`src/rtl/cache_controller_if.sv`:
```
// cache_controller_if: CPU request/response and RAM read/write signals of the cache controller.
interface cache_controller_if;
    logic       cpu_req;
    logic       cpu_we;
    logic [5:0] cpu_addr;
    logic [7:0] cpu_wdata;
    logic [7:0] cpu_rdata;
    logic       cpu_done;
    logic       cpu_busy;
    logic [5:0] ram_readAddress;
    logic       ram_readEn;
    logic [7:0] ram_ReadData;
    logic [5:0] ram_writeAddress;
    logic [7:0] ram_writeData;
    logic       ram_writeEnable;
    modport master (
        input  cpu_req, cpu_we, cpu_addr, cpu_wdata, ram_ReadData,
        output cpu_rdata, cpu_done, cpu_busy, ram_readAddress, ram_readEn,
               ram_writeAddress, ram_writeData, ram_writeEnable
    );
    modport slave (
        output cpu_req, cpu_we, cpu_addr, cpu_wdata, ram_ReadData,
        input  cpu_rdata, cpu_done, cpu_busy, ram_readAddress, ram_readEn,
               ram_writeAddress, ram_writeData, ram_writeEnable
    );
endinterface

```
`src/rtl/cache_controller.sv`:
```
// cache_controller: direct-mapped, write-through, no-write-allocate byte cache in front of a 64x8 RAM.
// Define HIT_COUNTER_EN to add saturating read hit/miss counters.
module cache_controller #(
    parameter int LINES       = 8,
    parameter int MEM_LATENCY = 2
) (
    input  logic clk,
    input  logic Reset,
`ifdef HIT_COUNTER_EN
    output logic [15:0] hit_count,
    output logic [15:0] miss_count,
`endif
    cache_controller_if.master bus
);
    localparam int IW = $clog2(LINES);
    localparam int TW = 6 - IW;
    localparam int CW = $clog2(MEM_LATENCY) + 1;
    typedef enum logic [2:0] {IDLE, LOOKUP, FILL, WRITE, RESP} state_t;
    state_t state, nextState;
    logic reqWe;
    logic [5:0] reqAddr;
    logic [7:0] reqWdata;
    logic [LINES-1:0] valid;
    logic [TW-1:0] tagArr [LINES];
    logic [7:0] dataArr [LINES];
    logic [CW-1:0] cnt;
    logic [IW-1:0] idx;
    logic [TW-1:0] tag;
    logic hit, fillLast;
    assign idx = reqAddr[IW-1:0];
    assign tag = reqAddr[5:IW];
    assign hit = valid[idx] && tagArr[idx] == tag;
    assign fillLast = state == FILL && cnt == '0;
    always_ff @(posedge clk or negedge Reset)
        if (!Reset) state <= IDLE;
        else state <= nextState;
    always_comb begin
        nextState = state;
        case (state)
            IDLE:    nextState = bus.cpu_req ? LOOKUP : IDLE;
            LOOKUP:  nextState = reqWe ? WRITE : hit ? RESP : FILL;
            FILL:    nextState = cnt == '0 ? RESP : FILL;
            WRITE:   nextState = RESP;
            default: nextState = IDLE;
        endcase
    end
    // Outputs are registered from nextState so each enable is high exactly while in its state
    always_ff @(posedge clk or negedge Reset) begin
        if (!Reset) begin
            reqWe                <= 1'b0;
            reqAddr              <= '0;
            reqWdata             <= '0;
            valid                <= '0;
            cnt                  <= '0;
            bus.cpu_rdata        <= '0;
            bus.cpu_done         <= 1'b0;
            bus.cpu_busy         <= 1'b0;
            bus.ram_readAddress  <= '0;
            bus.ram_readEn       <= 1'b0;
            bus.ram_writeAddress <= '0;
            bus.ram_writeData    <= '0;
            bus.ram_writeEnable  <= 1'b0;
        end else begin
            if (state == IDLE && bus.cpu_req) begin
                reqWe    <= bus.cpu_we;
                reqAddr  <= bus.cpu_addr;
                reqWdata <= bus.cpu_wdata;
            end
            cnt <= state == LOOKUP ? CW'(MEM_LATENCY - 1) : cnt - CW'(state == FILL && cnt != '0);
            if (fillLast) valid[idx] <= 1'b1;
            bus.cpu_rdata <= state == LOOKUP && !reqWe && hit ? dataArr[idx] :
                             fillLast ? bus.ram_ReadData : bus.cpu_rdata;
            bus.cpu_done         <= state == RESP;
            bus.cpu_busy         <= nextState != IDLE;
            bus.ram_readEn       <= nextState == FILL;
            bus.ram_readAddress  <= nextState == FILL ? reqAddr : '0;
            bus.ram_writeEnable  <= nextState == WRITE;
            bus.ram_writeAddress <= nextState == WRITE ? reqAddr : '0;
            bus.ram_writeData    <= nextState == WRITE ? reqWdata : '0;
        end
    end
    always_ff @(posedge clk)
        if (fillLast) begin
            tagArr[idx]  <= tag;
            dataArr[idx] <= bus.ram_ReadData;
        end else if (state == WRITE && hit) dataArr[idx] <= reqWdata;
`ifdef HIT_COUNTER_EN
    always_ff @(posedge clk or negedge Reset)
        if (!Reset) begin
            hit_count  <= '0;
            miss_count <= '0;
        end else if (state == LOOKUP && !reqWe) begin
            hit_count  <= hit_count + 16'(hit && hit_count != 16'hFFFF);
            miss_count <= miss_count + 16'(!hit && miss_count != 16'hFFFF);
        end
`endif
endmodule
```
`src/flat_wrapper.sv`:
```
// flat-port wrapper written by rule: the top's interface ports become plain ports
module cache_controller_flat 
#(
    parameter int LINES       = 8,
    parameter int MEM_LATENCY = 2
)
  (clk, Reset, bus_cpu_req, bus_cpu_we, bus_cpu_addr, bus_cpu_wdata, bus_ram_ReadData, bus_cpu_rdata, bus_cpu_done, bus_cpu_busy, bus_ram_readAddress, bus_ram_readEn, bus_ram_writeAddress, bus_ram_writeData, bus_ram_writeEnable);
  cache_controller_if bus_i ();
  input  logic clk;
  input  logic Reset;
  input wire logic [$bits(bus_i.cpu_req)-1:0] bus_cpu_req;
  input wire logic [$bits(bus_i.cpu_we)-1:0] bus_cpu_we;
  input wire logic [$bits(bus_i.cpu_addr)-1:0] bus_cpu_addr;
  input wire logic [$bits(bus_i.cpu_wdata)-1:0] bus_cpu_wdata;
  input wire logic [$bits(bus_i.ram_ReadData)-1:0] bus_ram_ReadData;
  output wire logic [$bits(bus_i.cpu_rdata)-1:0] bus_cpu_rdata;
  output wire logic [$bits(bus_i.cpu_done)-1:0] bus_cpu_done;
  output wire logic [$bits(bus_i.cpu_busy)-1:0] bus_cpu_busy;
  output wire logic [$bits(bus_i.ram_readAddress)-1:0] bus_ram_readAddress;
  output wire logic [$bits(bus_i.ram_readEn)-1:0] bus_ram_readEn;
  output wire logic [$bits(bus_i.ram_writeAddress)-1:0] bus_ram_writeAddress;
  output wire logic [$bits(bus_i.ram_writeData)-1:0] bus_ram_writeData;
  output wire logic [$bits(bus_i.ram_writeEnable)-1:0] bus_ram_writeEnable;
  assign bus_i.cpu_req = bus_cpu_req;
  assign bus_i.cpu_we = bus_cpu_we;
  assign bus_i.cpu_addr = bus_cpu_addr;
  assign bus_i.cpu_wdata = bus_cpu_wdata;
  assign bus_i.ram_ReadData = bus_ram_ReadData;
  assign bus_cpu_rdata = bus_i.cpu_rdata;
  assign bus_cpu_done = bus_i.cpu_done;
  assign bus_cpu_busy = bus_i.cpu_busy;
  assign bus_ram_readAddress = bus_i.ram_readAddress;
  assign bus_ram_readEn = bus_i.ram_readEn;
  assign bus_ram_writeAddress = bus_i.ram_writeAddress;
  assign bus_ram_writeData = bus_i.ram_writeData;
  assign bus_ram_writeEnable = bus_i.ram_writeEnable;
  cache_controller #(.LINES(LINES), .MEM_LATENCY(MEM_LATENCY)) u_core (.clk(clk), .Reset(Reset), .bus(bus_i));
endmodule
```
`config.mk`:
```
export PLATFORM = sky130hd
export DESIGN_NAME = cache_controller_flat
export DESIGN_NICKNAME = d
export VERILOG_FILES = /design/src/rtl/cache_controller_if.sv /design/src/rtl/cache_controller.sv /design/src/flat_wrapper.sv
export SDC_FILE = /design/constraint.sdc
export NUM_CORES = 1
export LEC_CHECK = 0
export CORE_UTILIZATION = 61
export CTS_CLUSTER_DIAMETER = 80
export DETAILED_ROUTE_END_ITERATION = 16
export PLACE_DENSITY = 0.84
export SYNTH_ARGS = -nofsm -noshare
export SYNTH_HDL_FRONTEND = slang
export SYNTH_SLANG_ARGS = --single-unit
```
`constraint.sdc`:
```
create_clock -name clk -period 7.5 [get_ports clk]
set_clock_uncertainty 0.05 [all_clocks]
set_input_delay 1.125 -clock clk [delete_from_list [all_inputs] [get_ports clk]]
set_output_delay 1.125 -clock clk [all_outputs]
set_load 0.02 [all_outputs]
```
-- Yosys cells after proc, flatten, opt, wreduce, memory -nomap -nowiden
Memory sizes are Yosys's and may differ from the RTL's. A register that Yosys moved wholly into a read port is not among the register bits.
Cells that the tools add are included.
- register bits: 52
- RAM bits: 88
- input bits: 26
- output and inout bits: 32
- word-level logic and storage cells: 61
- memories: 2
- memories (name ; depth ; width ; rd ports ; clocked after memory_dff ; write ports ; RTL line ; source):
    u_core.dataArr ; 8 ; 8 ; 1 ; 1 ; 1 ; cache_controller.sv:25 ; logic [7:0] dataArr [LINES];
    u_core.tagArr ; 8 ; 3 ; 1 ; 0 ; 1 ; cache_controller.sv:24 ; logic [TW-1:0] tagArr [LINES];
- add/sub/neg operators: 1
- magnitude comparators: 2
- equal/unequal tests: 7
- multiplexer cells: 19
- bitwise logic cells: 2
- reduce and logical (&&, ||, !) cells: 15
- operators with widths (kind ; number):
    $mux W8 ; 2
    $eq A3 B2 Y1 const B ; 4
    $mux W6 ; 2
    $pmux W3 S4 ; 1
    $mux W3 ; 3
    $logic_and A1 B1 Y1 ; 8
    $mux W1 ; 8
    $or A8 B8 Y8 ; 1
    $lt A3 B4 Y1 const B ; 1
    $reduce_bool A2 Y1 ; 2
    $bmux W1 S3 ; 1
    $demux W1 S3 ; 1
    $eq A3 B1 Y1 const B ; 1
    $eq A3 B3 Y1 ; 1
    $eq A3 B3 Y1 const B ; 1
    $ge A3 B1 Y1 const B ; 1
    $logic_not A3 Y1 ; 1
    $reduce_bool A3 Y1 ; 1
    $logic_not A1 Y1 ; 2
    $logic_not A2 Y1 ; 1
    $mux W2 ; 1
    $sub A2 B1 Y2 ; 1
    $or A1 B1 Y1 ; 1

-- Depth between registers and ports, before layout
- depth in word-level cells: 8
- mapped depth: 9
- mapped depth without buffers: 6

-- Worst setup path after synthesis
No wires, ideal clock.
- path type: reg-to-reg
- from: reg u_core.reqAddr[0]
- to: mem u_core.dataArr[0][0], enable pin
- setup time: 395 ps
- arrival: 2842 ps
- required time: 7055 ps
- setup slack: 4213 ps
- cell stages (with the launch flop): 10
- cells stage by stage: dfrtp_1 buf_6 buf_6 mux2i_1 mux4_2 xor2_1 nand4_4 and2_0 clkbuf_1 nor4_1
- word-level cells in the longest chain between the ends: 8
- elaborated cells on any way between the ends: 10
- those cells by class: eq/ne: 1; mux: 5; bitwise: 1; reduce/logical: 2; memory: 1
- RTL lines (item ; RTL line ; source):
    start: declaration ; cache_controller.sv:21 ; logic [5:0] reqAddr;
    start signal: assignment ; cache_controller.sv:66 ; reqAddr <= bus.cpu_addr;
    $mem_v2 Z8 W3 / $bmux W1 S3 (equally long branches) ; - ;
    $eq A3 B3 Y1 / $mux W1 (equally long branches) ; cache_controller.sv:32 ; assign hit = valid[idx] && tagArr[idx] == tag;
    $logic_and A1 B1 Y1 ; cache_controller.sv:32 ;
    $logic_and A1 B1 Y1 ; cache_controller.sv:86 ; end else if (state == WRITE && hit) dataArr[idx] <= reqWdata;
    $mux W1 ; cache_controller.sv:86 ;
    $mux W1 ; cache_controller.sv:83 ; if (fillLast) begin
    $mux W1 (implied by the code) ; cache_controller.sv:86 ;
    $or A1 B1 Y1 (no line) ; - ;
    end: declaration ; cache_controller.sv:25 ;
Parallel ways exist; a longest one is shown, timed or not. The select of a mux whose other input is x is not followed.

-- Worst setup path after layout
- from: reg u_core.reqAddr[0]
- to: mem u_core.dataArr[2][2], enable pin
Same word-level chain as after synthesis.

==> results.toml <==
[routing]
dr.pass1.iters = 7
ant_nets = 0
vias_per_cell = 5.88
first_iter_violations = 249
wl_per_cell_um = 20.9
drc = 0
routed_wl_um = 12400
via_count = 3489

[timing]
hold_ws_ps = 414
fin_ws_ps = 3300
setup_viol = 0
slew_headroom_pct = 21.6
rsz0062_at_grt = "no"
worst_slew_pin_slew_ps = 1170
finalHoldViolCount = 0
period_share_pct = 56.0
setup_tns_ps = 0
fin_crit_ps = 4200
slew_viol_final = 0
clock.fmax_mhz = 238

[critical_path]
crit_fanout = 50
crit_arrival_ps = 4300
reg2reg_depth = 6
rr_startpoint = "u_core.reqAddr[0]$_DFFE_PN0P_"
end_kind = "flip-flop"
setup.worst_path.class = "flip-flop to flip-flop"
timing.rr.end = "u_core.dataArr[2][2]$_DFFE_PP_"
rrSetupSlack_ps = 3300
required_ps = 7600
worst_setup_path_start_kind = "flip-flop"

[grt]
antenna_found_initial = 0
grt_pass1_wl_um = 19000
grt_max_degree = 61
overflow = 0
grt_pass1_vias = 3475
grtUsageTotal_pct = 25.9

[clock_network]
cts_resized = 0
clock_path_buffers = 2
clk_pin_slew_worst_paths_ps = 70
cts_tree = "built"
insertion_delay_ps = 530
cts_buffers = 17
post-cts-setup-buffers = 0
postCtsHoldBufs = 0
clock-sinks = 148
root_buffer = "clkbuf_8"
h-tree-depth = 4

[place]
finalWeightedCongestion = 0.811
port-buffer-count = 57
dp.cells = 561
place_hpwl_um = 8140
pre_cts_ws_ps = 3370

[pwr]
pwr-share-clk_pct = 27.2
p_seq_share_pct = 40.2
p_switching_uw = 1020
cellInternalPower_uw = 1970
p_total_uw = 2990
ir_drop_mv = 0.279
power_frac_comb_pct = 32.6
p_leak_uw = 0.00284
p_sw_share_pct = 34.1
pwr_density_cell_mw_per_mm2 = 408

[layout]
finalNetCount = 474
num_antenna_cells = 0
final_layout_size_suffix_gt1_share_pct = 23.9
syn2layout_area_growth_pct = 20.1
stdcell_count = 593

[synthesis]
yosysMostFrequentCell = "edfxtp_1"
syn-cell-area_mm2 = 0.00610
yosysTopAreaCell = "edfxtp_1"
yosysTopAreaCellShare_pct = 43.3
synthTopCellsByCount = "edfxtp_1, dfrtp_1, mux2_2"
ys_seq_elements = 148
ys_warn_count = 0
synth-edff-count = 88
ys.flop_type = "edfxtp_1"
seq_area_frac_synth_pct = 68.0
syn_nets = 417
synth_area_leaders = "edfxtp_1, dfrtp_1, mux2_2"
synthArstFlopShare_pct = 40.5
yosysUniqueCellTypes = 48
syn_area_per_cell_um2 = 15.6
synthCells = 390

[worst_hold_path]
hold_class = "flip-flop to flip-flop"
worstHoldStart = "u_core.valid[4]$_DFFE_PN0P_"
hold_end = "u_core.valid[4]$_DFFE_PN0P_"
whs_path_depth = 1

[floorplanning]
core_mm2 = 0.00973
placementRows = 36
die_height_um = 102
start_util_pct = 62.7
dieArea_mm2 = 0.0104
pin_count = 58
die_width_um = 102

[job]
max_cap_viol_count = 0

[outcome]
status = "completed"
-- area by class of cell --
cell class | instances | area (um^2)
Inverter | 3 | 11.3
Clock buffer | 17 | 414
Sequential cell | 148 | 4150
Timing Repair Buffer | 63 | 611
Multi-Input combinational cell | 214 | 1820
Tap cell | 133 | 166
Clock inverter | 15 | 159
Fill cell | 575 | 2410
-- cells in the final DEF, fill, tap and decap left out, drive strengths merged, types with 3 or more instances in the layout --
cell	n
inv	12
a21oi	9
nand3b	3
buf	7
mux2	43
dfrtp	60
a31oi	3
or2	9
nor4	4
mux2i	20
and3	19
clkbuf	17
mux4	11
clkdlybuf4s50	56
nand2	13
nand3	4
o21ai	4
a22oi	4
clkinvlp	3
nor3	8
nand2b	3
xor2	3
nor3b	9
edfxtp	88
nor2b	5
nor2	18
-- power groups by stage --
stage / Clock, uW / Sequential, uW / Combinational (uW)
3_3_place_gp: 0 / 1210 / 932
3_5_place_dp: 0 / 1210 / 966
6_report: 813 / 1200 / 975
5_1_grt: 855 / 1230 / 1050
4_1_cts: 819 / 1200 / 977
2_1_floorplan: 0 / 1200 / 669
-- how the worst max path moves through the flow --
stage | startpoint | endpoint | slack [ps] | cells past startpoint
floorplan | u_core.reqAddr[0]$_DFFE_PN0P_ | u_core.dataArr[0][0]$_DFFE_PP_ | 4210 | 9
global placement | u_core.reqAddr[0]$_DFFE_PN0P_ | u_core.dataArr[4][6]$_DFFE_PP_ | 3600 | 6
detailed placement | u_core.reqAddr[0]$_DFFE_PN0P_ | u_core.dataArr[5][1]$_DFFE_PP_ | 3370 | 6
CTS | u_core.reqAddr[0]$_DFFE_PN0P_ | u_core.dataArr[5][5]$_DFFE_PP_ | 3310 | 6
global route | u_core.reqAddr[0]$_DFFE_PN0P_ | u_core.dataArr[5][5]$_DFFE_PP_ | 3010 | 6
finish | u_core.reqAddr[0]$_DFFE_PN0P_ | u_core.dataArr[2][2]$_DFFE_PP_ | 3300 | 6
-- sequential cells by signal, summed over array words and instances (netlist names) --
signal / count
u_core.reqWe: 1
u_core.cnt: 2
u_core.reqWdata: 8
u_core.bus.ram_readEn: 1
u_core.bus.cpu_done: 1
u_core.bus.ram_writeData: 8
u_core.bus.ram_writeAddress: 6
u_core.reqAddr: 6
u_core.tagArr: 24
u_core.bus.ram_writeEnable: 1
u_core.bus.cpu_busy: 1
u_core.bus.cpu_rdata: 8
u_core.dataArr: 64
u_core.valid: 8
u_core.state: 3
u_core.bus.ram_readAddress: 6
-- critical path: stages, from the launching register on --
cell and delay [ps]:
dfrtp_2 1030, mux2i_1 180, mux4_2 510, xor2_1 300, nand4_4 370, and2_0 410
nor3_1 930
-- routing by layer --
metal | vias to the layer above | track usage, % | part of all wire (%)
met1 | 1778 | 32.3 | 40
met5 | - | 0 | 0
met4 | 0 | 11.5 | 2.0
met3 | 22 | 5.40 | 4.5
li1 | 1586 | - | -
met2 | 103 | 43.9 | 54
-- cells by family (layout without fill, tap and decap cells) --
| logic type | after synthesis | after routing | share of synthesized area (%) |
|---|---|---|---|
| AOI/OAI and AO/OA | 31 | 31 | 3.28 |
| muxes | 74 | 74 | 15.3 |
| adders and majority gates | 1 | 1 | 0.205 |
| buffers and inverters | 28 | 98 | 2.40 |
| DFF | 148 | 148 | 68.0 |
| xor gates and xnor gates | 4 | 4 | 0.575 |
| and+or+nand+nor | 104 | 104 | 10.2 |
-- metrics by stage --
step	utilization [%]	area, um^2
floorplan	-	6100
global placement	69.4	6750
detailed placement	69.4	6750
CTS	75.3	7320
global route	75.3	7320
finish	75.3	7320
Power figures use the tool's default switching activity.
